**src/rtl/gci_std_kmc_pkg.sv**
```systemverilog
// gci_std_kmc_pkg: shared PS/2 receiver state encoding and 50 MHz timing defaults
package gci_std_kmc_pkg;
  typedef enum logic [1:0] {L_PS2_IDLE, L_PS2_DATA, L_PS2_PARITY, L_PS2_STOP} ps2_state_t;
  localparam int L_FILTER_CYCLES_50MHZ = 1250;
  localparam int L_TIMEOUT_CYCLES_50MHZ = 100000;
endpackage

```
**src/rtl/gci_std_kmc_ps2_filter.sv**
```systemverilog
// gci_std_kmc_ps2_filter: two-flop synchroniser plus stability counter for one PS/2 line
module gci_std_kmc_ps2_filter #(
  parameter int P_FILTER_CYCLES = 1250
) (
  input  logic iCLOCK,
  input  logic inRESET,
  input  logic iIN,
  output logic oOUT
);
  logic [1:0] sync_q, sync_d;
  logic out_q, out_d;
  logic [15:0] cnt_q, cnt_d;
  logic diff;
  assign diff = sync_q[1] != out_q;
  assign oOUT = out_q;
  // output follows the synchronised level only after it has differed for P_FILTER_CYCLES cycles
  always_comb begin
    sync_d = {sync_q[0], iIN};
    cnt_d = diff ? cnt_q + 16'd1 : 16'd0;
    out_d = out_q;
    if (diff && cnt_q == 16'(P_FILTER_CYCLES - 1)) begin
      out_d = sync_q[1];
      cnt_d = 16'd0;
    end
  end
  // idle PS/2 lines are high, so everything resets to 1
  always_ff @(posedge iCLOCK or negedge inRESET) begin
    if (!inRESET) begin
      sync_q <= 2'b11;
      out_q <= 1'b1;
      cnt_q <= 16'd0;
    end else begin
      sync_q <= sync_d;
      out_q <= out_d;
      cnt_q <= cnt_d;
    end
  end
endmodule

```
**src/rtl/gci_std_kmc_ps2_rx_frame.sv**
```systemverilog
// gci_std_kmc_ps2_rx_frame: PS/2 device-to-host frame decoder with FWFT byte FIFO
module gci_std_kmc_ps2_rx_frame
  import gci_std_kmc_pkg::*;
#(
  parameter int P_FILTER_CYCLES = L_FILTER_CYCLES_50MHZ,
  parameter int P_TIMEOUT_CYCLES = L_TIMEOUT_CYCLES_50MHZ,
  parameter int P_FIFO_AW = 2
) (
  input  logic               iCLOCK,
  input  logic               inRESET,
  input  logic               iCLEAR,
  input  logic               iPS2_CLOCK,
  input  logic               iPS2_DATA,
  output logic               oRX_VALID,
  output logic [7:0]         oRX_DATA,
  input  logic               iRX_READY,
  output logic [P_FIFO_AW:0] oFIFO_COUNT,
  output logic               oBUSY,
  output logic               oERR_FRAME,
  output logic               oERR_PARITY,
  output logic               oERR_TIMEOUT,
  output logic               oERR_OVERFLOW
);
  localparam int L_DEPTH = 2 ** P_FIFO_AW;
  localparam int L_TW = ($clog2(P_TIMEOUT_CYCLES) > 17) ? $clog2(P_TIMEOUT_CYCLES) : 17;
  logic fclk, fdat, fall;
  logic clk_d1_q;
  ps2_state_t state_q, state_d;
  logic [2:0] bit_q, bit_d;
  logic [7:0] shift_q, shift_d;
  logic par_q, par_d;
  logic [L_TW-1:0] tmo_q, tmo_d;
  logic err_frame_q, err_frame_d, err_parity_q, err_parity_d;
  logic err_timeout_q, err_timeout_d, err_overflow_q, err_overflow_d;
  logic [7:0] mem_q [L_DEPTH];
  logic [7:0] mem_d [L_DEPTH];
  logic [P_FIFO_AW-1:0] wp_q, wp_d, rp_q, rp_d;
  logic [P_FIFO_AW:0] cnt_q, cnt_d;
  logic push, pop, full, wr;
  gci_std_kmc_ps2_filter #(.P_FILTER_CYCLES(P_FILTER_CYCLES)) u_clk_filter (
    .iCLOCK(iCLOCK), .inRESET(inRESET), .iIN(iPS2_CLOCK), .oOUT(fclk)
  );
  gci_std_kmc_ps2_filter #(.P_FILTER_CYCLES(P_FILTER_CYCLES)) u_dat_filter (
    .iCLOCK(iCLOCK), .inRESET(inRESET), .iIN(iPS2_DATA), .oOUT(fdat)
  );
  assign fall = clk_d1_q & ~fclk;
  assign oRX_VALID = cnt_q != '0;
  assign oRX_DATA = oRX_VALID ? mem_q[rp_q] : 8'h00;
  assign oFIFO_COUNT = cnt_q;
  assign oBUSY = state_q != L_PS2_IDLE;
  assign oERR_FRAME = err_frame_q;
  assign oERR_PARITY = err_parity_q;
  assign oERR_TIMEOUT = err_timeout_q;
  assign oERR_OVERFLOW = err_overflow_q;
  assign pop = oRX_VALID & iRX_READY;
  assign full = cnt_q == (P_FIFO_AW + 1)'(L_DEPTH);
  // frame decode on filtered clock falls, inter-bit timeout, FIFO update; iCLEAR overrides all
  always_comb begin
    state_d = state_q;
    bit_d = bit_q;
    shift_d = shift_q;
    par_d = par_q;
    tmo_d = (state_q == L_PS2_IDLE) ? '0 : tmo_q + 1'b1;
    push = 1'b0;
    err_frame_d = 1'b0;
    err_parity_d = 1'b0;
    err_timeout_d = 1'b0;
    if (fall) begin
      tmo_d = '0;
      case (state_q)
        L_PS2_IDLE: begin
          err_frame_d = fdat;
          state_d = fdat ? L_PS2_IDLE : L_PS2_DATA;
          bit_d = 3'd0;
        end
        L_PS2_DATA: begin
          shift_d = {fdat, shift_q[7:1]};
          bit_d = bit_q + 3'd1;
          state_d = (bit_q == 3'd7) ? L_PS2_PARITY : L_PS2_DATA;
        end
        L_PS2_PARITY: begin
          par_d = fdat;
          state_d = L_PS2_STOP;
        end
        default: begin
          state_d = L_PS2_IDLE;
          err_frame_d = ~fdat;
          err_parity_d = fdat & ~^{shift_q, par_q};
          push = fdat & ^{shift_q, par_q};
        end
      endcase
    end else if (state_q != L_PS2_IDLE && tmo_q == L_TW'(P_TIMEOUT_CYCLES - 1)) begin
      state_d = L_PS2_IDLE;
      err_timeout_d = 1'b1;
      tmo_d = '0;
    end
    wr = push & (~full | pop);
    err_overflow_d = push & full & ~pop;
    mem_d = mem_q;
    if (wr) mem_d[wp_q] = shift_q;
    wp_d = wp_q + P_FIFO_AW'(wr);
    rp_d = rp_q + P_FIFO_AW'(pop);
    cnt_d = cnt_q + (P_FIFO_AW + 1)'(wr) - (P_FIFO_AW + 1)'(pop);
    if (iCLEAR) begin
      state_d = L_PS2_IDLE;
      tmo_d = '0;
      wp_d = '0;
      rp_d = '0;
      cnt_d = '0;
      err_frame_d = 1'b0;
      err_parity_d = 1'b0;
      err_timeout_d = 1'b0;
      err_overflow_d = 1'b0;
    end
  end
  // state, FIFO and registered error pulses
  always_ff @(posedge iCLOCK or negedge inRESET) begin
    if (!inRESET) begin
      clk_d1_q <= 1'b1;
      state_q <= L_PS2_IDLE;
      bit_q <= 3'd0;
      shift_q <= 8'h00;
      par_q <= 1'b0;
      tmo_q <= '0;
      err_frame_q <= 1'b0;
      err_parity_q <= 1'b0;
      err_timeout_q <= 1'b0;
      err_overflow_q <= 1'b0;
      mem_q <= '{default: 8'h00};
      wp_q <= '0;
      rp_q <= '0;
      cnt_q <= '0;
    end else begin
      clk_d1_q <= fclk;
      state_q <= state_d;
      bit_q <= bit_d;
      shift_q <= shift_d;
      par_q <= par_d;
      tmo_q <= tmo_d;
      err_frame_q <= err_frame_d;
      err_parity_q <= err_parity_d;
      err_timeout_q <= err_timeout_d;
      err_overflow_q <= err_overflow_d;
      mem_q <= mem_d;
      wp_q <= wp_d;
      rp_q <= rp_d;
      cnt_q <= cnt_d;
    end
  end
endmodule

```
**config.mk**
```make
export PLATFORM = sky130hd
export DESIGN_NAME = gci_std_kmc_ps2_rx_frame
export DESIGN_NICKNAME = d
export VERILOG_FILES = /design/src/rtl/gci_std_kmc_pkg.sv /design/src/rtl/gci_std_kmc_ps2_filter.sv /design/src/rtl/gci_std_kmc_ps2_rx_frame.sv
export SDC_FILE = /design/constraint.sdc
export NUM_CORES = 1
export LEC_CHECK = 0
export ABC_AREA = 0
export CAP_MARGIN = 20
export CORE_ASPECT_RATIO = 1.75
export CORE_MARGIN = 5
export CORE_UTILIZATION = 61
export CTS_BUF_LIST = sky130_fd_sc_hd__clkbuf_16
export CTS_CLUSTER_SIZE = 30
export DETAILED_ROUTE_END_ITERATION = 12
export PLACE_DENSITY_LB_ADDON = 0.2
export SLEW_MARGIN = 20
export SYNTH_ARGS = -nofsm -noshare
export SYNTH_HDL_FRONTEND = slang
export SYNTH_SLANG_ARGS = --single-unit
```
**constraint.sdc**
```tcl
create_clock -name iCLOCK -period 3.47 [get_ports iCLOCK]
set_input_delay 0.694 -clock iCLOCK [delete_from_list [all_inputs] [get_ports iCLOCK]]
set_output_delay 0.694 -clock iCLOCK [all_outputs]
set_load 0.05 [all_outputs]
```
==> results.rst, run 1 <==
.. list-table::
   :header-rows: 1

   * - Metric
     - Value
   * - Arrival time at the worst endpoint
     - 2.55 ns
   * - Seq/Total Area, Yosys
     - 51.2%
   * - Number of nets in the layout
     - 528
   * - Number of hold buffers added after CTS
     - 0
   * - Clock sink total
     - 113
   * - CP startpoint kind
     - register
   * - Relative slew slack
     - 53.8%
   * - Effective utilization at floorplan
     - ~62%
   * - 1st-pass router iterations
     - 6
   * - Area added between synthesis and finish
     - 18.3%
   * - Crit Path Max Fanout
     - 9
   * - Setup fix buffers added after clock tree synthesis
     - 0
   * - Resized Gates After CTS
     - 0
   * - Power density over the cells
     - ~560 mW/mm2
   * - Netlist area before placement
     - 0.00554 mm2
   * - Final weighted congestion in routability-driven placement
     - 0.819
   * - Number of buffers inserted during clock tree synthesis
     - 17
   * - Average cell area after synthesis
     - 11.6 um2
   * - Die Y
     - about 140 um
   * - Yosys cell types
     - 48
   * - Cell count of the worst reg-to-reg path
     - 12
   * - DRC violations left
     - 0
   * - Wire length per cell
     - between 15 and 20 um
   * - Count of port buffers added during placement
     - 22
   * - Total Routing Usage GR
     - approximately 22%
   * - Area of the multi-input gates
     - between 0.002 and 0.003 mm2
   * - Share of synthesized flip-flops with an asynchronous set or reset
     - 100%
   * - Hold Vio Cnt, Final
     - 0
   * - Fillers
     - 593
   * - Diode count
     - 0
   * - Crit Reg-Reg Startpoint
     - shift_q[5]
   * - Maximum number of pins on one net before global-route repair
     - ~110
   * - Setup crit end kind
     - output pin
   * - Clock Skew
     - around 0.007 ns
   * - Placed wire-length estimate after detailed placement
     - slightly above 7000 um
   * - Reg2Reg Capture Point
     - oFIFO_COUNT[2]
   * - Clock tree from TritonCTS
     - built
   * - Via count of the first global-routing pass
     - a little under 4,000
   * - Fraction of final layout cells with drive strength greater than 1
     - approximately a fifth
   * - Clock-pin slew on the worst setup and hold paths
     - about 0.05 ns
   * - Die Footprint
     - 0.0112 mm2
   * - Number of synthesized flops with an enable pin
     - 0
   * - Routed via count divided by cell count
     - around 5.8
   * - Total number of H-tree levels
     - 4
   * - Count of pins on the block boundary
     - 23
   * - Synthesis warning total
     - 0
   * - Final worst path period need
     - between 3 and 4 ns
   * - Register area
     - between 0.002 and 0.003 mm2
   * - Core outline area
     - 0.00898 mm2
   * - Register bit total from synthesis
     - approximately 110
   * - Most used flip-flop cell after synthesis
     - sky130_fd_sc_hd__dfrtp_1
   * - Worst-skew pair later-pin latency
     - a little over 0.4 ns
   * - Cells after synthesis
     - 477
   * - Congestion Overflow GR
     - 0
   * - Class of the most critical setup path
     - register to output pin
   * - Total routed wirelength
     - 10,800 um
   * - Setup slack on the worst flop-to-flop path
     - a little under 0.4 ns
   * - Sum Neg Setup Slack
     - 0 ns
   * - Leakage power
     - 2.79 nW
   * - Global-route wire length before repair
     - roughly 18,000 um
   * - Required time of the critical path
     - around 2.8 ns
   * - Share of the cycle needed by the critical path after routing
     - ~93%
   * - Type of the worst min-delay path
     - primary input to asynchronous set/reset pin
   * - Reported max-cap violation count
     - 0
   * - Slew at the pin closest to its max-slew limit
     - 0.694 ns
   * - Number of placement rows
     - 46
   * - Overall power
     - roughly 3.7 mW
   * - Core Util, Final
     - between 70% and 80%
   * - Number of antenna violations at the first check in global routing
     - 0
   * - Setup repair after global routing missed its margin
     - no
   * - Number of setup violations in the final report
     - 0
   * - Root Driver
     - sky130_fd_sc_hd__clkbuf_16
   * - Peak VDD IR
     - 400 uV
   * - Run status
     - completed
   * - Total number of vias
     - roughly 3,700
   * - Iter 0 DRT Violations
     - slightly above 200
   * - Max Slew Vio Count
     - 0
   * - Total nets after synthesis
     - between 400 and 500
   * - Count of nets left with antenna violations after detail routing
     - 0
   * - CTS Buffer Depth
     - 2
   * - Launching element of the worst setup path
     - rp_q[0]
   * - X dimension of the die
     - between 80 and 90 um
   * - Termination of the worst setup path
     - oRX_DATA[5]
   * - Maximum achievable frequency
     - 0.309 GHz
## registers in the layout, indices dropped and copies added (netlist names), 2 cells and up
signal,count
tmo_q,17
u_clk_filter.cnt_q,16
mem_q,32
oFIFO_COUNT,3
rp_q,2
state_q,2
bit_q,3
u_clk_filter.sync_q,2
u_dat_filter.cnt_q,16
shift_q,8
wp_q,2
u_dat_filter.sync_q,2
## worst max-delay path, cell delays in order (launching register included)
cell	delay (ns)
sky130_fd_sc_hd__dfrtp_1	0.71
sky130_fd_sc_hd__mux4_2	0.57
sky130_fd_sc_hd__nor2b_1	0.15
sky130_fd_sc_hd__clkdlybuf4s50_1	0.71
## area by class of cell
class                   instances  area share (%)
clock inverters                15            3.40
inverters                      13           0.744
flip-flops and latches        113            43.2
well taps                     120            2.29
clock buffers                  17            6.49
repair buffers                 26            3.97
multi-input cells             339            39.9
## metal layers
| metal | GRT usage (%) | share of wire (%) |
|---|---|---|
| met1 | 23.5 | 37 |
| met2 | 39.9 | 58 |
| met3 | 4.44 | 2.7 |
| met4 | 11.7 | 1.9 |
| met5 | 0 | 0 |
## cell usage after synthesis (2+ instances only)
master | n | area, um2
sky130_fd_sc_hd__xor2_1 | 12 | 105
sky130_fd_sc_hd__nand4b_1 | 3 | 26.3
sky130_fd_sc_hd__or4bb_1 | 2 | 22.5
sky130_fd_sc_hd__nor2b_1 | 14 | 87.6
sky130_fd_sc_hd__nor3b_1 | 3 | 22.5
sky130_fd_sc_hd__nor3_1 | 14 | 70.1
sky130_fd_sc_hd__nand3b_1 | 2 | 15.0
sky130_fd_sc_hd__nand3_1 | 19 | 95.1
sky130_fd_sc_hd__nor4b_1 | 6 | 52.6
sky130_fd_sc_hd__ha_1 | 11 | 138
sky130_fd_sc_hd__nor2_1 | 59 | 221
sky130_fd_sc_hd__nand4_1 | 13 | 81.3
sky130_fd_sc_hd__or3_2 | 2 | 15.0
sky130_fd_sc_hd__and3_1 | 2 | 12.5
sky130_fd_sc_hd__mux2i_4 | 4 | 90.1
sky130_fd_sc_hd__mux2_2 | 42 | 473
sky130_fd_sc_hd__mux4_2 | 8 | 180
sky130_fd_sc_hd__dfrtp_1 | 106 | 2650
sky130_fd_sc_hd__a21oi_1 | 9 | 45.0
sky130_fd_sc_hd__o21ai_0 | 11 | 55.1
sky130_fd_sc_hd__inv_1 | 13 | 48.8
sky130_fd_sc_hd__nor4_2 | 3 | 37.5
sky130_fd_sc_hd__clkbuf_1 | 10 | 37.5
sky130_fd_sc_hd__dfstp_2 | 7 | 184
sky130_fd_sc_hd__and4_1 | 2 | 17.5
sky130_fd_sc_hd__xnor2_1 | 34 | 298
sky130_fd_sc_hd__or3_1 | 6 | 37.5
sky130_fd_sc_hd__or3b_2 | 2 | 17.5
sky130_fd_sc_hd__nand2_1 | 23 | 86.3
sky130_fd_sc_hd__nor4bb_1 | 2 | 20.0
sky130_fd_sc_hd__nor4_1 | 16 | 100
## metrics by stage
stage                     instance area, um2  setup slack, ns  cells  hold WS, ns
after CTS                               6560            0.149    643        0.354
final                                   6560            0.229    643        0.333
after floorplan                         5540            0.461    477        0.345
after detailed placement                5910            0.400    611        0.347
after global placement                  5910            0.504    611        0.346
after global routing                    6560           0.0896    643        0.358
## cell families (layout without fill, tap and decap cells)
| group | after synthesis | in the layout | share of synthesized area, % |
|---|---|---|---|
| xor+xnor | 49 | 49 | 8.53 |
| simple gates | 199 | 199 | 19.8 |
| compound gates | 24 | 24 | 2.37 |
| mux | 55 | 55 | 13.6 |
| flops | 113 | 113 | 51.2 |
| fa+ha+maj | 12 | 12 | 2.84 |
| buf+inv | 25 | 71 | 1.72 |
## layout by cell type, fill, tap and decap left out, types with 3 or more instances in the layout
| master | instances |
|---|---|
| sky130_fd_sc_hd__or3_1 | 6 |
| sky130_fd_sc_hd__bufinv_16 | 6 |
| sky130_fd_sc_hd__clkbuf_16 | 17 |
| sky130_fd_sc_hd__inv_1 | 15 |
| sky130_fd_sc_hd__nand4b_1 | 3 |
| sky130_fd_sc_hd__nand4_1 | 13 |
| sky130_fd_sc_hd__nor2_1 | 59 |
| sky130_fd_sc_hd__nor2b_1 | 14 |
| sky130_fd_sc_hd__mux2_2 | 42 |
| sky130_fd_sc_hd__xor2_1 | 12 |
| sky130_fd_sc_hd__mux2i_4 | 4 |
| sky130_fd_sc_hd__buf_4 | 4 |
| sky130_fd_sc_hd__nor4_1 | 16 |
| sky130_fd_sc_hd__clkinv_2 | 4 |
| sky130_fd_sc_hd__nor4_2 | 3 |
| sky130_fd_sc_hd__dfstp_2 | 7 |
| sky130_fd_sc_hd__xnor2_1 | 34 |
| sky130_fd_sc_hd__nand2_1 | 23 |
| sky130_fd_sc_hd__nor4b_1 | 6 |
| sky130_fd_sc_hd__mux4_2 | 8 |
| sky130_fd_sc_hd__nor3_1 | 14 |
| sky130_fd_sc_hd__nand3_1 | 19 |
| sky130_fd_sc_hd__nor3b_1 | 3 |
| sky130_fd_sc_hd__o21ai_0 | 11 |
| sky130_fd_sc_hd__clkdlybuf4s50_1 | 21 |
| sky130_fd_sc_hd__a21oi_1 | 9 |
| sky130_fd_sc_hd__ha_1 | 11 |
| sky130_fd_sc_hd__dfrtp_1 | 106 |
## power breakdown
| part | leakage [nW] | total [mW] | switching, mW | internal (mW) |
|---|---|---|---|---|
| Combinational | 0.924 | 0.348 | 0.208 | 0.140 |
| Clock | 0.324 | 1.90 | 0.571 | 1.33 |
| Sequential | 1.55 | 1.42 | 0.0667 | 1.35 |
| Total | 2.79 | 3.66 | 0.846 | 2.82 |
## worst min path at each step
stage / endpoint / slack [ns] / depth (start not counted)
finish: mem_q[25] / 0.33 / 2
global route: u_clk_filter.sync_q[1] / 0.36 / 0
CTS: u_clk_filter.sync_q[1] / 0.35 / 0
detailed placement: u_clk_filter.sync_q[1] / 0.35 / 0
global placement: u_clk_filter.sync_q[1] / 0.35 / 0
floorplan: u_clk_filter.sync_q[1] / 0.35 / 0
Note: power is estimated with default switching activity, not from simulation.
==> run 2: changes to the inputs <==
Settings changed: CORE_ASPECT_RATIO 1.75 to unset.
==> run 2 against run 1 <==
  * Register-to-register slack better by 0.03 ns
  * Critical path type unchanged
  * Critical path depth is the same
  * Via count is 0.29% higher
  * Final cell count decreased by 1.7%
  * Non-clock buffer count increased by 1
  * Core utilization up 0.79 points
  * Clock power shrank 7%
  * Critical endpoint unchanged
==> results.rst, run 2 (same netlist as run 1, synthesis figures left out) <==
.. list-table::
   :header-rows: 1

   * - Metric
     - Value
   * - Run status
     - completed (unchanged)
   * - Total routed wirelength
     - 10,500 um (was 10,800 um)
   * - Placed wire-length estimate after detailed placement
     - 6790 um (was 7150 um)
   * - Total Routing Usage GR
     - 20.5% (was 22.2%)
   * - Finished Cell Area
     - 0.00650 mm2 (was 0.00656 mm2)
   * - Final weighted congestion in routability-driven placement
     - 0.802 (was 0.819)
   * - Total number of vias
     - 3,744 (was 3,733)
   * - Max FFs per register
     - 32 (unchanged)
   * - Crit Path Max Fanout
     - 9 (unchanged)
   * - Required time of the critical path
     - 2.78 ns (about the same)
   * - Routed via count divided by cell count
     - 5.92 (was 5.81)
   * - Effective utilization at floorplan
     - 62.9% (was 61.7%)
   * - Type of the worst min-delay path
     - primary input to asynchronous set/reset pin (unchanged)
   * - Count of nets left with antenna violations after detail routing
     - 0 (unchanged)
   * - Area added between synthesis and finish
     - 17.3% (was 18.3%)
   * - Biggest registers after layout
     - mem_q x32, tmo_q x17 (unchanged)
   * - Number of buffers inserted during clock tree synthesis
     - 17 (unchanged)
   * - Relative slew slack
     - 55.1% (was 53.8%)
   * - Number of antenna violations at the first check in global routing
     - 0 (unchanged)
   * - Most frequent standard cell in the layout excluding fill and tap cells
     - sky130_fd_sc_hd__dfrtp_1 (unchanged)
   * - Number of setup violations in the final report
     - 0 (unchanged)
   * - Setup fix buffers added after clock tree synthesis
     - 0 (unchanged)
   * - Largest register by flop count
     - mem_q (unchanged)
   * - Number of nets in the layout
     - 529 (was 528)
   * - Placed standard-cell area
     - 0.00590 mm2 (was 0.00591 mm2)
   * - Final worst path period need
     - 3.26 ns (was 3.24 ns)
   * - Sum Neg Setup Slack
     - 0 ns (unchanged)
   * - Max Slew Vio Count
     - 0 (unchanged)
   * - Iter 0 DRT Violations
     - 179 (was 203)
   * - Die Y
     - 105 um (was 136 um)
   * - CP max stage cell
     - sky130_fd_sc_hd__dfrtp_1 (unchanged)
   * - Diode count
     - 0 (unchanged)
   * - Share of the cycle needed by the critical path after routing
     - 94.1% (was 93.4%)
   * - CP startpoint kind
     - register (unchanged)
   * - Resized Gates After CTS
     - 0 (unchanged)
   * - Root Driver
     - sky130_fd_sc_hd__clkbuf_16 (unchanged)
   * - Post-Place Setup Slack
     - 0.394 ns (was 0.400 ns)
   * - Congestion Overflow GR
     - 0 (unchanged)
   * - Fraction of final layout cells with drive strength greater than 1
     - 21.0% (was 20.7%)
   * - Clock Skew
     - 0.00891 ns (was 0.00709 ns)
   * - Hold Vio Cnt, Final
     - 0 (unchanged)
   * - Total number of H-tree levels
     - 4 (unchanged)
   * - Clock sink total
     - 113 (unchanged)
   * - Most used cells in the layout excluding fill and tap cells
     - sky130_fd_sc_hd__dfrtp_1, sky130_fd_sc_hd__nor2_1, sky130_fd_sc_hd__mux2_2, sky130_fd_sc_hd__xnor2_1, sky130_fd_sc_hd__nand2_1 (unchanged)
   * - Global-route wire length before repair
     - 18,100 um (was 18,500 um)
   * - Count of port buffers added during placement
     - 22 (unchanged)
   * - Clock-pin slew on the worst setup and hold paths
     - 0.05 ns (about the same)
   * - Peak VDD IR
     - 440 uV (was 400 uV)
   * - Reported max-cap violation count
     - 0 (unchanged)
   * - CTS Buffer Depth
     - 2 (unchanged)
   * - 1st-pass router iterations
     - 4 (was 6)
   * - Worst-skew pair later-pin latency
     - 0.41 ns (about the same)
   * - Final worst slack
     - 0.206 ns (was 0.229 ns)
   * - Wire length per cell
     - 16.6 um (was 16.7 um)
   * - DRC violations left
     - 0 (unchanged)
   * - Number of placement rows
     - 34 (was 46)
   * - Cell count of the worst reg-to-reg path
     - 12 (unchanged)
   * - Class of the most critical setup path
     - register to output pin (unchanged)
   * - Core outline area
     - 0.00881 mm2 (was 0.00898 mm2)
   * - Slew at the pin closest to its max-slew limit
     - 0.673 ns (was 0.694 ns)
   * - Setup repair after global routing missed its margin
     - no (unchanged)
   * - Setup crit end kind
     - output pin (unchanged)
   * - Maximum number of pins on one net before global-route repair
     - 61 (was 114)
   * - Arrival time at the worst endpoint
     - 2.57 ns (was 2.55 ns)
   * - Die Footprint
     - 0.0111 mm2 (was 0.0112 mm2)
   * - X dimension of the die
     - 105 um (was 82.1 um)
   * - Power density over the cells
     - 543 mW/mm2 (was 558 mW/mm2)
   * - Via count of the first global-routing pass
     - 3,735 (was 3,909)
   * - Maximum achievable frequency
     - 0.306 GHz (was 0.309 GHz)
   * - Clock tree from TritonCTS
     - built (unchanged)
   * - Count of pins on the block boundary
     - 23 (unchanged)
   * - Leakage power
     - 2.78 nW (was 2.79 nW)
   * - Critical Path Max Stage Delay
     - 0.73 ns (was 0.71 ns)
   * - Number of hold buffers added after CTS
     - 0 (unchanged)
   * - Worst-path cell chain
     - mux4_2 > nor2b_1 > clkdlybuf4s50_1 (unchanged)
==> run 2: cell type report <==
class                           instances  area (um2)
Clock buffer                           17         425
Clock inverter                         15         174
Fill cell                             564        2300
Inverter                               13        48.8
Multi-Input combinational cell        339        2620
Sequential cell                       113        2840
Tap cell                              108         135
Timing Repair Buffer                   27         268
==> run 2: power by group <==
| part | switching [mW] | internal, mW | leakage (nW) |
|---|---|---|---|
| clock network | 0.587 | 1.18 | 0.302 |
| logic | 0.204 | 0.137 | 0.929 |
| registers | 0.0702 | 1.35 | 1.55 |
==> run 2: routing by layer <==
metal  track usage, %  routed length (um)  up-vias
met3             5.20                 416       19
li1                 -                   -     1778
met2             33.8                5240       75
met4             8.62                 164        0
met5                0                   0        -
met1             25.7                4670     1872
==> run 2: worst paths after layout <==
path	startpoint	endpoint	slack (ns)
max	rp_q[0]	oRX_DATA[5]	0.21
min	inRESET	u_dat_filter.cnt_q[7]	0.32
max reg2reg	shift_q[5]	oFIFO_COUNT[2]	0.42
min reg2reg	u_clk_filter.sync_q[0]	u_clk_filter.sync_q[1]	0.35
max in group asynchronous	inRESET	u_clk_filter.oOUT	2.36
min in group iCLOCK	u_clk_filter.sync_q[0]	u_clk_filter.sync_q[1]	0.35
==> run 2: worst max-delay path: cells and delay by family, from the launching register on <==
family        cells  cell delay, ns
buf+inv           1            0.69
flops             1            0.73
mux               1            0.59
simple gates      1            0.14
==> run 2: stage by stage <==
stage	utilization (%)	cells	total power [mW]	hold slack (ns)
floorplan	-	477	1.64	0.345
global placement	67.0	600	1.78	0.348
detailed placement	67.0	600	1.79	0.349
CTS	73.8	632	3.56	0.337
global route	73.8	632	3.66	0.358
finish	73.8	632	3.53	0.324
